<file path="src/rtl/mem_arbiter_ctrl_pkg.sv">
// Shared types for the SLC-3 memory arbiter.
// FSM states, requester ownership and counter sizing.
package mem_arb_pkg;

  typedef enum logic [1:0] {
    IDLE,
    ACCESS,
    WAIT,
    DONE
  } state_t;

  typedef enum logic {
    OWN_CPU,
    OWN_LD
  } owner_t;

  localparam int CNT_W = 3;

endpackage

</file>
<file path="src/rtl/mem_arbiter_ctrl_if.sv">
// Requester-side memory port: req/ack handshake plus
// address, write data and read-back data.
interface mem_arbiter_ctrl_if #(
  parameter int DATA_W = 16,
  parameter int ADDR_W = 16
);

  logic              req;
  logic              we;
  logic [ADDR_W-1:0] addr;
  logic [DATA_W-1:0] wdata;
  logic [DATA_W-1:0] rdata;
  logic              ack;

  modport master (
    output req,
    output we,
    output addr,
    output wdata,
    input  rdata,
    input  ack
  );

  modport slave (
    input  req,
    input  we,
    input  addr,
    input  wdata,
    output rdata,
    output ack
  );

endinterface

</file>
<file path="src/rtl/mem_arbiter_ctrl_load_reg.sv">
// Loadable register with synchronous active-high clear.
// Holds its value until load is asserted.
module load_reg #(
  parameter int W = 16
) (
  input  logic         clk,
  input  logic         reset,
  input  logic         load,
  input  logic [W-1:0] d,
  output logic [W-1:0] q
);

  always_ff @(posedge clk) begin
    if (reset) begin
      q <= '0;
    end else if (load) begin
      q <= d;
    end
  end

endmodule

</file>
<file path="src/rtl/mem_arbiter_ctrl.sv">
// Shares one synchronous RAM port between loader and CPU,
// hides RAM read latency and decodes the switch/hex I/O address.
module mem_arbiter_ctrl
  import mem_arb_pkg::*;
#(
  parameter int              DATA_W  = 16,
  parameter int              ADDR_W  = 16,
  parameter int              RD_LAT  = 1,
  parameter logic [ADDR_W-1:0] IO_ADDR = 16'hFFFF
) (
  input  logic              clk,
  input  logic              reset,
  mem_arbiter_ctrl_if.slave cpu,
  mem_arbiter_ctrl_if.slave ld,
  output logic              ram_ena,
  output logic              ram_we,
  output logic [ADDR_W-1:0] ram_addr,
  output logic [DATA_W-1:0] ram_wdata,
  input  logic [DATA_W-1:0] ram_rdata,
  input  logic [DATA_W-1:0] sw_i,
  output logic [DATA_W-1:0] hex_o,
  output logic              busy_o
);

  state_t state;
  state_t state_d;
  owner_t owner;
  owner_t owner_d;

  logic              lat_we;
  logic [ADDR_W-1:0] lat_addr;
  logic [DATA_W-1:0] lat_wdata;
  logic [CNT_W-1:0]  cnt;
  logic [CNT_W-1:0]  cnt_d;

  logic [DATA_W-1:0] cpu_rdata;
  logic [DATA_W-1:0] ld_rdata;

  logic              grant;
  logic              io_hit;
  logic              in_access;
  logic              rd_cap;
  logic [DATA_W-1:0] rd_val;
  logic              req_we;
  logic [ADDR_W-1:0] req_addr;
  logic [DATA_W-1:0] req_wdata;
  logic              hex_load;

  assign io_hit    = (lat_addr == IO_ADDR);
  assign in_access = (state == ACCESS);

  // Loader has strict priority over the CPU.
  assign req_we    = ld.req ? ld.we    : cpu.we;
  assign req_addr  = ld.req ? ld.addr  : cpu.addr;
  assign req_wdata = ld.req ? ld.wdata : cpu.wdata;

  always_comb begin
    state_d = state;
    owner_d = owner;
    cnt_d   = cnt;
    grant   = 1'b0;
    rd_cap  = 1'b0;
    rd_val  = ram_rdata;
    unique case (state)
      IDLE: begin
        if (ld.req || cpu.req) begin
          grant   = 1'b1;
          owner_d = ld.req ? OWN_LD : OWN_CPU;
          state_d = ACCESS;
        end
      end
      ACCESS: begin
        if (io_hit) begin
          state_d = DONE;
          if (!lat_we) begin
            rd_cap = 1'b1;
            rd_val = sw_i;
          end
        end else if (lat_we) begin
          state_d = DONE;
        end else begin
          cnt_d   = CNT_W'(RD_LAT);
          state_d = WAIT;
        end
      end
      WAIT: begin
        cnt_d = cnt - 1'b1;
        if (cnt == CNT_W'(1)) begin
          rd_cap  = 1'b1;
          state_d = DONE;
        end
      end
      DONE: begin
        state_d = IDLE;
      end
      default: begin
        state_d = IDLE;
      end
    endcase
  end

  always_ff @(posedge clk) begin
    if (reset) begin
      state     <= IDLE;
      owner     <= OWN_CPU;
      cnt       <= '0;
      lat_we    <= 1'b0;
      lat_addr  <= '0;
      lat_wdata <= '0;
      cpu_rdata <= '0;
      ld_rdata  <= '0;
    end else begin
      state <= state_d;
      owner <= owner_d;
      cnt   <= cnt_d;
      if (grant) begin
        lat_we    <= req_we;
        lat_addr  <= req_addr;
        lat_wdata <= req_wdata;
      end
      if (rd_cap) begin
        if (owner == OWN_LD) begin
          ld_rdata <= rd_val;
        end else begin
          cpu_rdata <= rd_val;
        end
      end
    end
  end

  // Latched bus values reach the RAM pins only during a RAM access.
  assign ram_ena   = in_access && !io_hit;
  assign ram_we    = ram_ena && lat_we;
  assign ram_addr  = ram_ena ? lat_addr  : '0;
  assign ram_wdata = ram_ena ? lat_wdata : '0;

  assign cpu.rdata = cpu_rdata;
  assign ld.rdata  = ld_rdata;
  assign cpu.ack   = (state == DONE) && (owner == OWN_CPU);
  assign ld.ack    = (state == DONE) && (owner == OWN_LD);
  assign busy_o    = (state != IDLE);

  assign hex_load = in_access && io_hit && lat_we;

  load_reg #(
    .W(DATA_W)
  ) u_hex (
    .clk  (clk),
    .reset(reset),
    .load (hex_load),
    .d    (lat_wdata),
    .q    (hex_o)
  );

endmodule

</file>
<file path="src/flat_wrapper.sv">
// flat-port wrapper written by rule: the top's interface ports become plain ports
module mem_arbiter_ctrl_flat import mem_arb_pkg::*;
#(
  parameter int              DATA_W  = 16,
  parameter int              ADDR_W  = 16,
  parameter int              RD_LAT  = 1,
  parameter logic [ADDR_W-1:0] IO_ADDR = 16'hFFFF
)
  (clk, reset, ram_ena, ram_we, ram_addr, ram_wdata, ram_rdata, sw_i, hex_o, busy_o, cpu_req, cpu_we, cpu_addr, cpu_wdata, cpu_rdata, cpu_ack, ld_req, ld_we, ld_addr, ld_wdata, ld_rdata, ld_ack);
  mem_arbiter_ctrl_if #(.DATA_W(DATA_W), .ADDR_W(ADDR_W)) cpu_i ();
  mem_arbiter_ctrl_if #(.DATA_W(DATA_W), .ADDR_W(ADDR_W)) ld_i ();
  input  logic clk;
  input  logic reset;
  output logic ram_ena;
  output logic ram_we;
  output logic [ADDR_W-1:0] ram_addr;
  output logic [DATA_W-1:0] ram_wdata;
  input  logic [DATA_W-1:0] ram_rdata;
  input  logic [DATA_W-1:0] sw_i;
  output logic [DATA_W-1:0] hex_o;
  output logic busy_o;
  input wire logic [$bits(cpu_i.req)-1:0] cpu_req;
  input wire logic [$bits(cpu_i.we)-1:0] cpu_we;
  input wire logic [$bits(cpu_i.addr)-1:0] cpu_addr;
  input wire logic [$bits(cpu_i.wdata)-1:0] cpu_wdata;
  output wire logic [$bits(cpu_i.rdata)-1:0] cpu_rdata;
  output wire logic [$bits(cpu_i.ack)-1:0] cpu_ack;
  input wire logic [$bits(ld_i.req)-1:0] ld_req;
  input wire logic [$bits(ld_i.we)-1:0] ld_we;
  input wire logic [$bits(ld_i.addr)-1:0] ld_addr;
  input wire logic [$bits(ld_i.wdata)-1:0] ld_wdata;
  output wire logic [$bits(ld_i.rdata)-1:0] ld_rdata;
  output wire logic [$bits(ld_i.ack)-1:0] ld_ack;
  assign cpu_i.req = cpu_req;
  assign cpu_i.we = cpu_we;
  assign cpu_i.addr = cpu_addr;
  assign cpu_i.wdata = cpu_wdata;
  assign cpu_rdata = cpu_i.rdata;
  assign cpu_ack = cpu_i.ack;
  assign ld_i.req = ld_req;
  assign ld_i.we = ld_we;
  assign ld_i.addr = ld_addr;
  assign ld_i.wdata = ld_wdata;
  assign ld_rdata = ld_i.rdata;
  assign ld_ack = ld_i.ack;
  mem_arbiter_ctrl #(.DATA_W(DATA_W), .ADDR_W(ADDR_W), .RD_LAT(RD_LAT), .IO_ADDR(IO_ADDR)) u_core (.clk(clk), .reset(reset), .cpu(cpu_i), .ld(ld_i), .ram_ena(ram_ena), .ram_we(ram_we), .ram_addr(ram_addr), .ram_wdata(ram_wdata), .ram_rdata(ram_rdata), .sw_i(sw_i), .hex_o(hex_o), .busy_o(busy_o));
endmodule
</file>
<file path="config.mk">
export PLATFORM = sky130hd
export DESIGN_NAME = mem_arbiter_ctrl_flat
export DESIGN_NICKNAME = d
export VERILOG_FILES = /design/src/rtl/mem_arbiter_ctrl_pkg.sv /design/src/rtl/mem_arbiter_ctrl_if.sv /design/src/rtl/mem_arbiter_ctrl_load_reg.sv /design/src/rtl/mem_arbiter_ctrl.sv /design/src/flat_wrapper.sv
export SDC_FILE = /design/constraint.sdc
export NUM_CORES = 1
export LEC_CHECK = 0
export ABC_CLOCK_PERIOD_IN_PS = 4900
export CAP_MARGIN = 0
export CORE_MARGIN = 2
export CORE_UTILIZATION = 47
export DETAILED_ROUTE_END_ITERATION = 7
export PLACE_DENSITY = 0.95
export SLEW_MARGIN = 25
export SYNTH_ARGS = -nofsm -noshare
export SYNTH_HDL_FRONTEND = slang
export SYNTH_SLANG_ARGS = --single-unit
</file>
<file path="constraint.sdc">
create_clock -name clk -period 4.9 [get_ports clk]
set_input_delay 0.735 -clock clk [delete_from_list [all_inputs] [get_ports clk]]
set_output_delay 0.735 -clock clk [all_outputs]
set_load 0.05 [all_outputs]
</file>
### After elaboration in Yosys (flattened, before gate mapping)

Index checks and enable logic that the tools add are counted.

| word-level totals | value |
|---|---|
| register bits after elaboration | 87 |
| bits in writable memories | 0 |
| output and inout bits | 85 |
| input port bits | 102 |
| memories | 0 |
| memory bits (read-only) | 0 |
| word-level logic and storage cells | 59 |
| bits in latches | 0 |

| cells by class | value |
|---|---|
| equality and inequality tests | 9 |
| add/sub/neg operators | 1 |
| bitwise logic cells | 1 |
| shift-type cells | 0 |
| mux-type cells | 23 |
| reduce and logical (&&, ||, !) cells | 16 |
| divide/modulo/power cells | 0 |
| magnitude comparators | 0 |
| multipliers | 0 |

Operators by type and width:

| operator | count |
|---|---|
| $mux W16 | 7 |
| $eq A16 B16 Y1 const B | 1 |
| $mux W1 | 8 |
| $pmux W2 S4 | 1 |
| $reduce_and A2 Y1 | 4 |
| $logic_and A1 B1 Y1 | 6 |
| $mux W2 | 3 |
| $mux W3 | 2 |
| $pmux W3 S2 | 1 |
| $eq A2 B2 Y1 const B | 2 |
| $ne A2 B1 Y1 const B | 2 |
| $ne A2 B2 Y1 const B | 2 |
| $reduce_bool A2 Y1 | 2 |
| $eq A3 B1 Y1 const B | 1 |
| $reduce_and A3 Y1 | 1 |
| $sub A3 B1 Y3 const B | 1 |
| $eq A2 B1 Y1 const B | 1 |
| $logic_not A2 Y1 | 1 |
| $pmux W1 S2 | 1 |
| $logic_not A1 Y1 | 1 |
| $logic_or A1 B1 Y1 | 1 |
| $not A1 Y1 | 1 |

### Depth between registers and ports, before layout

Gate-level depths: netlist (run 1).

| depth | value |
|---|---|
| depth in word-level cells | 4 |
| depth in mapped cells | 9 |
| gate-level depth less buffers | 6 |

### By module

From an unflattened synthesis (run 1), not the netlist that was laid out.

| unflattened totals | value |
|---|---|
| cells, all modules | 432 |
| area, all modules | 4132.7 um^2 |

By module, submodules not included:

| module | seq. area each (um^2) | cells an instance | area each (um^2) | instances |
|---|---|---|---|---|
| mem_arbiter_ctrl | 1421.4 | 380 | 3552.2 | 1 |
| load_reg | 320.3 | 52 | 580.6 | 1 |

### Least setup slack after synthesis (run 1)

OpenSTA, ideal clock, no wires.

| path | value |
|---|---|
| path type | register -> output |
| from | register u_core.lat_addr[0] |
| to | output ram_addr[15] |
| arrival time | 1646 ps |
| path buffers | 2 |
| stages on the path, launching flop included | 6 |
| required time | 4165 ps |
| path slack | 2519 ps |
| cell sequence | dfxtp_1 > nand4_1 > or4_1 > buf_6 > clkbuf_1 > and3_1 |

| on the way | value |
|---|---|
| word-level cells in the longest chain between the ends | 4 |

Ends and longest elaborated chain:

| what | line | RTL |
|---|---|---|
| start, declared | mem_arbiter_ctrl.sv:31 | `logic [ADDR_W-1:0] lat_addr;` |
| start signal, assigned | mem_arbiter_ctrl.sv:118 | `lat_addr <= req_addr;` |
| $eq A16 B16 Y1 | mem_arbiter_ctrl.sv:49 | `assign io_hit = (lat_addr == IO_ADDR);` |
| $logic_not A1 Y1 | mem_arbiter_ctrl.sv:132 | `assign ram_ena = in_access && !io_hit;` |
| $logic_and A1 B1 Y1 | mem_arbiter_ctrl.sv:132 |  |
| $mux W16 | mem_arbiter_ctrl.sv:134 | `assign ram_addr = ram_ena ? lat_addr : '0;` |
| end, declared | flat_wrapper.sv:16 | `output logic [ADDR_W-1:0] ram_addr;` |

Every way passes these cells.

### Worst setup path after layout (run 1)

| path | value |
|---|---|
| from | register u_core.lat_addr[3] |
| to | output ram_wdata[14] |

| on the way | value |
|---|---|
| word-level cells in the longest chain between the ends | 4 |

Ends and longest elaborated chain:

| what | line | RTL |
|---|---|---|
| $eq A16 B16 Y1 | mem_arbiter_ctrl.sv:49 |  |
| $logic_not A1 Y1 | mem_arbiter_ctrl.sv:132 |  |
| $logic_and A1 B1 Y1 | mem_arbiter_ctrl.sv:132 |  |
| $mux W16 | mem_arbiter_ctrl.sv:135 | `assign ram_wdata = ram_ena ? lat_wdata : '0;` |
| end, declared | flat_wrapper.sv:17 | `output logic [DATA_W-1:0] ram_wdata;` |

Every way passes these cells.

==> qor.yml, run 1 <==
cpLargestDelayFamily: "simple AND/OR/NAND/NOR gates"
cts_tree: "built"
critical_path_class: "reg2out"
finalCritPeriodShare_pct: 77.81
drt_iter0_drc: 270
cp_num_buf_inv: 1
drv_slew: 0
cts-resized-gates: 0
io_pins: 187
clock_power_share_pct: 17.3
fillers: 660
synthToLayoutAreaGrowth_pct: 43.84
start_util_pct: 48.40
fin_crit_ps: 3813
clkTransAtPathRegs_ps: 80
wl_met3_um: 1416
firstDrtPassIters: 5
ys_warn_count: 0
clock_latency_ps: 340
finalHoldViolations: 0
maxSlewHeadroom_pct: 31.98
route.detailed.drc: 0
drv_cap: 0
grt_max_degree: 84
power_w: 0.002519
rows: 35
cp_cell_sequence: "nand4_1 > or4_2 > and3_1 > clkdlybuf4s50_1"
chipWidth_um: 101.5
leakagePower_nw: 2.241
ys_types: 35
cts-htree-levels: 3
drive_gt1_share_pct: 5.414
cts_made_buffers: 9
antenna_cells: 0
setup_viol: 0
routedLengthMet1_um: 5681
status: "complete, no violations"
critPathLaunchType: "register"
synth_area_um2: 4472
seq_power_share_pct: 37.2
arrival_ps: 3080
ys_ff_latch: 87
max_freq_mhz: 262.3
r2r-start: "u_core.state[1]"
root_buffer: "clkbuf_8"
worst_pin_slew_ps: 1020
setup_tns_ps: 0
postSynthAreaPerCell_um2: 8.600
async_flop_share_pct: 0
synth_edf_count: 0
min_path_type: "reg2reg"
rsz0062_at_grt: "no"
antenna_left: 0
netlist_instances: 520
cp_max_fo: 49
grt_pass1_wl_um: 23090
wl_met2_um: 7326
place_congestion: 0.8919
grt.overflow.total: 0
peakVddDrop_mv: 0.2429
fin_nets: 769
hpwl_um: 10310
ys_seq_area_share_pct: 38.95
intPower_w: 0.001410
die_y_um: 101.5
cts_max_path_buffers: 2
comb_power_share_pct: 45.5
grt_pass1_vias: 4724
p_sw_w: 0.001109
wl_per_cell_um: 18.55
p_sw_share_pct: 44.04
vias: 4903
post_cts_buffers: 0
die_area_um2: 10310
crit_start: "u_core.lat_addr[3]"
power_density_nw_per_um2: 391.6
hp-start: "u_core.cnt[1]"
grt_usage_pct: 27.80
ctsHoldBuffers: 0
ys.flop_type: "dfxtp_1"
cp_data_required_time_ps: 4160
syn_nets: 628
finClkSkew_ps: 9.046
grt_antenna_before_repair: 0
via_per_inst: 6.175
portBuffers: 186
crit_path_end_kind: "output port"
clock-sinks: 87
finish.utilization_pct: 69.61
topRoutingLayerUsed: "met4"
slowest_stage: "or4_2"
totalWireLength_um: 14730
slowest_delay_ps: 1090
core_um2: 9240
## area by class of cell
cell class	count	area, µm²	share of cell area (%)
multi-input combinational	361	2431	37.79
timing repair buffer	192	1897	29.49
sequential	87	1742	27.08
tap	129	161.4	2.509
clock buffer	11	141.4	2.198
inverter	10	37.54	0.5835
clock inverter	4	22.52	0.3501
## Yosys cell counts (all sizes together) (10+ instances only)
| cell type | n | area (µm²) |
|---|---|---|
| buf | 26 | 161.4 |
| inv | 10 | 37.54 |
| mux2i | 35 | 350.3 |
| a21oi | 16 | 80.08 |
| nor2 | 47 | 176.4 |
| a211oi | 97 | 728.2 |
| nand3 | 17 | 85.08 |
| clkbuf | 36 | 135.1 |
| dfxtp | 87 | 1742 |
| o21ai | 19 | 95.09 |
| and3 | 33 | 206.5 |
| nor4 | 65 | 419.2 |
## logic make-up (layout without fill, tap and decap cells)
kind of cell / count (synthesis) / count (layout) / share of synthesized area, %
DFF: 87 / 87 / 38.95
AOI/OAI and AO/OA: 140 / 140 / 21.82
and+or+nand+nor: 180 / 180 / 22.24
adders and majority gates: 6 / 6 / 1.679
buffers and inverters: 72 / 217 / 7.471
muxes: 35 / 35 / 7.834
## worst paths after layout
kind / to / slack [ps] / cells after the start
min: u_core.cnt[1] / 480 / 2
max: ram_wdata[14] / 1090 / 4
min reg2reg: u_core.cnt[1] / 480 / 2
max reg2reg: u_core.cpu.rdata[14] / 2140 / 6
## power groups by stage
stage	logic, W	registers [W]	clock network [W]
3_5_place_dp	0.00112	0.000947	0
6_report	0.00115	0.000938	0.000436
5_1_grt	0.00122	0.000951	0.000469
2_1_floorplan	0.000739	0.000947	0
4_1_cts	0.00113	0.000933	0.000439
3_3_place_gp	0.00108	0.000941	0
## metal layers
layer  up-vias  global-route usage, %
met5         -                      0
met4         0                  9.044
met3        34                  5.314
met2       305                  48.68
met1      2276                  34.29
li1       2288                      -
## worst reg2reg max path, delay by kind of cell, from the launching register on
kind / cells / cell delay [ps]
simple gates: 3 / 1570
fa+ha+maj: 1 / 430
flops: 1 / 410
compound gates: 1 / 170
buf+inv: 1 / 100
## flip-flops by register name (all words and copies together) (netlist names)
name              flops
u_core.owner          1
u_core.cpu.rdata     16
u_core.cnt            3
u_core.state          2
u_core.lat_addr      16
u_core.ld.rdata      16
u_core.lat_we         1
u_core.u_hex.q       16
u_core.lat_wdata     16
## stage by stage
stage                     cells  setup WS [ps]  hold slack [ps]  area (µm²)
final                       794           1087            478.4        6432
after global routing        794           1003            503.7        6432
after CTS                   794           1086            482.5        6422
after detailed placement    779           1480            471.3        6259
after global placement      779           1517            447.9        6251
after floorplan             520           2519            438.0        4472
## cells in the final DEF (no fill, tap or decap), types with 2 or more instances in the layout
cell             Yosys  layout
a211oi_1            97      97
a21oi_1             16      16
a22oi_1              2       2
and3_1              33      33
buf_2               18       2
buf_4                1       6
clkbuf_8             0      10
clkdlybuf4s50_1      0     184
clkinv_2             0       3
dfxtp_1             87      87
ha_1                 6       6
inv_1               10      10
mux2i_1             35      35
nand2_1              3       3
nand2b_1             3       3
nand3_1             17      17
nand4_1              4       4
nor2_1              47      40
nor2_2               0       5
nor2_4               0       2
nor4_1              63      62
nor4_2               2       3
o21ai_0             19      19
(Power assumes the default switching activity.)
==> inputs of run 2 (changes only) <==
- ABC_CLOCK_PERIOD_IN_PS: 4900 -> 3900
- CORE_UTILIZATION: 47 -> 43
- PLACE_DENSITY: 0.95 -> 0.93
- clock period: 4.9 -> 3.9 ns (I/O delays scaled with it)
==> run 2 against run 1 <==
Effect of this change: hold slack worse by 1.2 ps; sequential cell count is the same; count of clock-buffer cells in the layout is 1 lower; non-clock buffer count rose by 6; combinational power grew 24%; routed wire length down 1.2%; clock power increased by 50%; via count did not move; largest cell class unchanged.
==> qor.yml, run 2 (synthesis results as in run 1) <==
status: "complete, no violations"
wl_per_cell_um: 18.01
grt_antenna_before_repair: 0
chipWidth_um: 106.0
regArea_um2: 1742
clkTransAtPathRegs_ps: 100
power_w: 0.003266
p_sw_share_pct: 43.21
drt_iter0_drc: 218
min_path_type: "reg2reg"
rsz0062_at_grt: "no"
cp_data_required_time_ps: 3310
post_cts_buffers: 0
core_um2: 10230
clock_latency_ps: 340
comb_power_share_pct: 43.9
finalCritPeriodShare_pct: 95.11
cts-resized-gates: 0
intPower_w: 0.001855
peakVddDrop_mv: 0.2880
setup_viol: 0
r2r_cells: 7
maxSlewHeadroom_pct: 43.84
critPathLaunchType: "register"
io_pins: 187
worst_pin_slew_ps: 842.4
cts_made_buffers: 9
clock-sinks: 87
cp_max_fo: 49
place_congestion: 0.9038
firstDrtPassIters: 5
fillers: 808
drive_gt1_share_pct: 6.101
ctsHoldBuffers: 0
grt_max_degree: 67
antenna_cells: 0
root_buffer: "clkbuf_8"
leakagePower_nw: 2.288
final_common_cell: "clkdlybuf4s50_1"
setup_tns_ps: 0
drv_cap: 0
final_cell_mix: "184 x clkdlybuf4s50_1, 97 x a211oi_1, 87 x dfxtp_1"
r2r_slack_ps: 1040
portBuffers: 186
grt_pass1_vias: 4731
start_util_pct: 43.71
finalHoldViolations: 0
r2r-end: "u_core.cpu.rdata[10]"
via_per_inst: 6.068
cts-htree-levels: 3
hpwl_um: 10310
grt_usage_pct: 25.18
fin_crit_ps: 3709
p_sw_w: 0.001411
crit_start: "u_core.lat_addr[0]"
cts_max_path_buffers: 2
max_freq_mhz: 269.6
cts_tree: "built"
crit_path_end: "ram_addr[13]"
critical_path_class: "reg2out"
clock_power_share_pct: 20.0
grt.overflow.total: 0
drv_slew: 0
fin_nets: 775
totalWireLength_um: 14550
antenna_left: 0
vias: 4903
route.detailed.drc: 0
multi_input_area_um2: 2419
die_y_um: 106.0
finClkSkew_ps: 17.49
power_density_nw_per_um2: 501.1
seq_power_share_pct: 36.1
crit_path_end_kind: "output port"
hp-start: "u_core.cnt[1]"
r2r-start: "u_core.state[0]"
arrival_ps: 3120
synthToLayoutAreaGrowth_pct: 45.75
die_area_um2: 11230
grt_pass1_wl_um: 23160
rows: 37
==> run 2: how the worst min path moves through the flow <==
stage / endpoint / cells after the start
global route: u_core.u_hex.q[7] / 2
finish: u_core.cnt[1] / 2
detailed placement: u_core.u_hex.q[9] / 2
global placement: u_core.cnt[1] / 2
floorplan: u_core.cnt[1] / 2
CTS: u_core.u_hex.q[7] / 2
==> run 2: through the flow <==
stage          cells  setup slack [ps]  hold slack, ps  area [µm²]  util, %
2_1_floorplan    520              1669           438.0        4472        -
3_3_place_gp     792             719.6           447.0        6305    61.62
3_5_place_dp     792             603.1           468.5        6305    61.62
4_1_cts          808             208.6           481.6        6510    63.63
5_1_grt          808             97.68           496.3        6518    63.70
6_report         808             190.5           477.1        6518    63.70
==> run 2: layout make-up <==
class	instances	area share (%)
Multi-Input combinational cell	361	37.11
Timing Repair Buffer	198	29.83
Sequential cell	87	26.72
Tap cell	136	2.611
Clock buffer	10	2.112
Clock inverter	6	1.037
Inverter	10	0.5759
==> run 2: critical path: stages (launching register included) <==
cell	delay (ps)
dfxtp_1	390
nand4_1	190
or4_2	1110
and3_1	380
clkdlybuf4s50_1	710
==> run 2: power by group through the flow <==
stage                     Clock, W  Sequential (W)  Combinational (W)
after CTS                 0.000662         0.00117            0.00142
final                     0.000654         0.00118            0.00143
after global routing      0.000699         0.00119            0.00153
after global placement           0         0.00118            0.00137
after floorplan                  0         0.00119           0.000929
after detailed placement         0         0.00119            0.00141
==> run 2: layer usage <==
layer	routed length [µm]	global-route usage [%]	vias up	part of all wire, %
li1	-	-	2291	-
met1	5712	31.29	2278	39
met2	7123	42.72	299	49
met3	1368	5.579	35	9.4
met4	350	9.492	0	2.4
met5	0	0	-	0
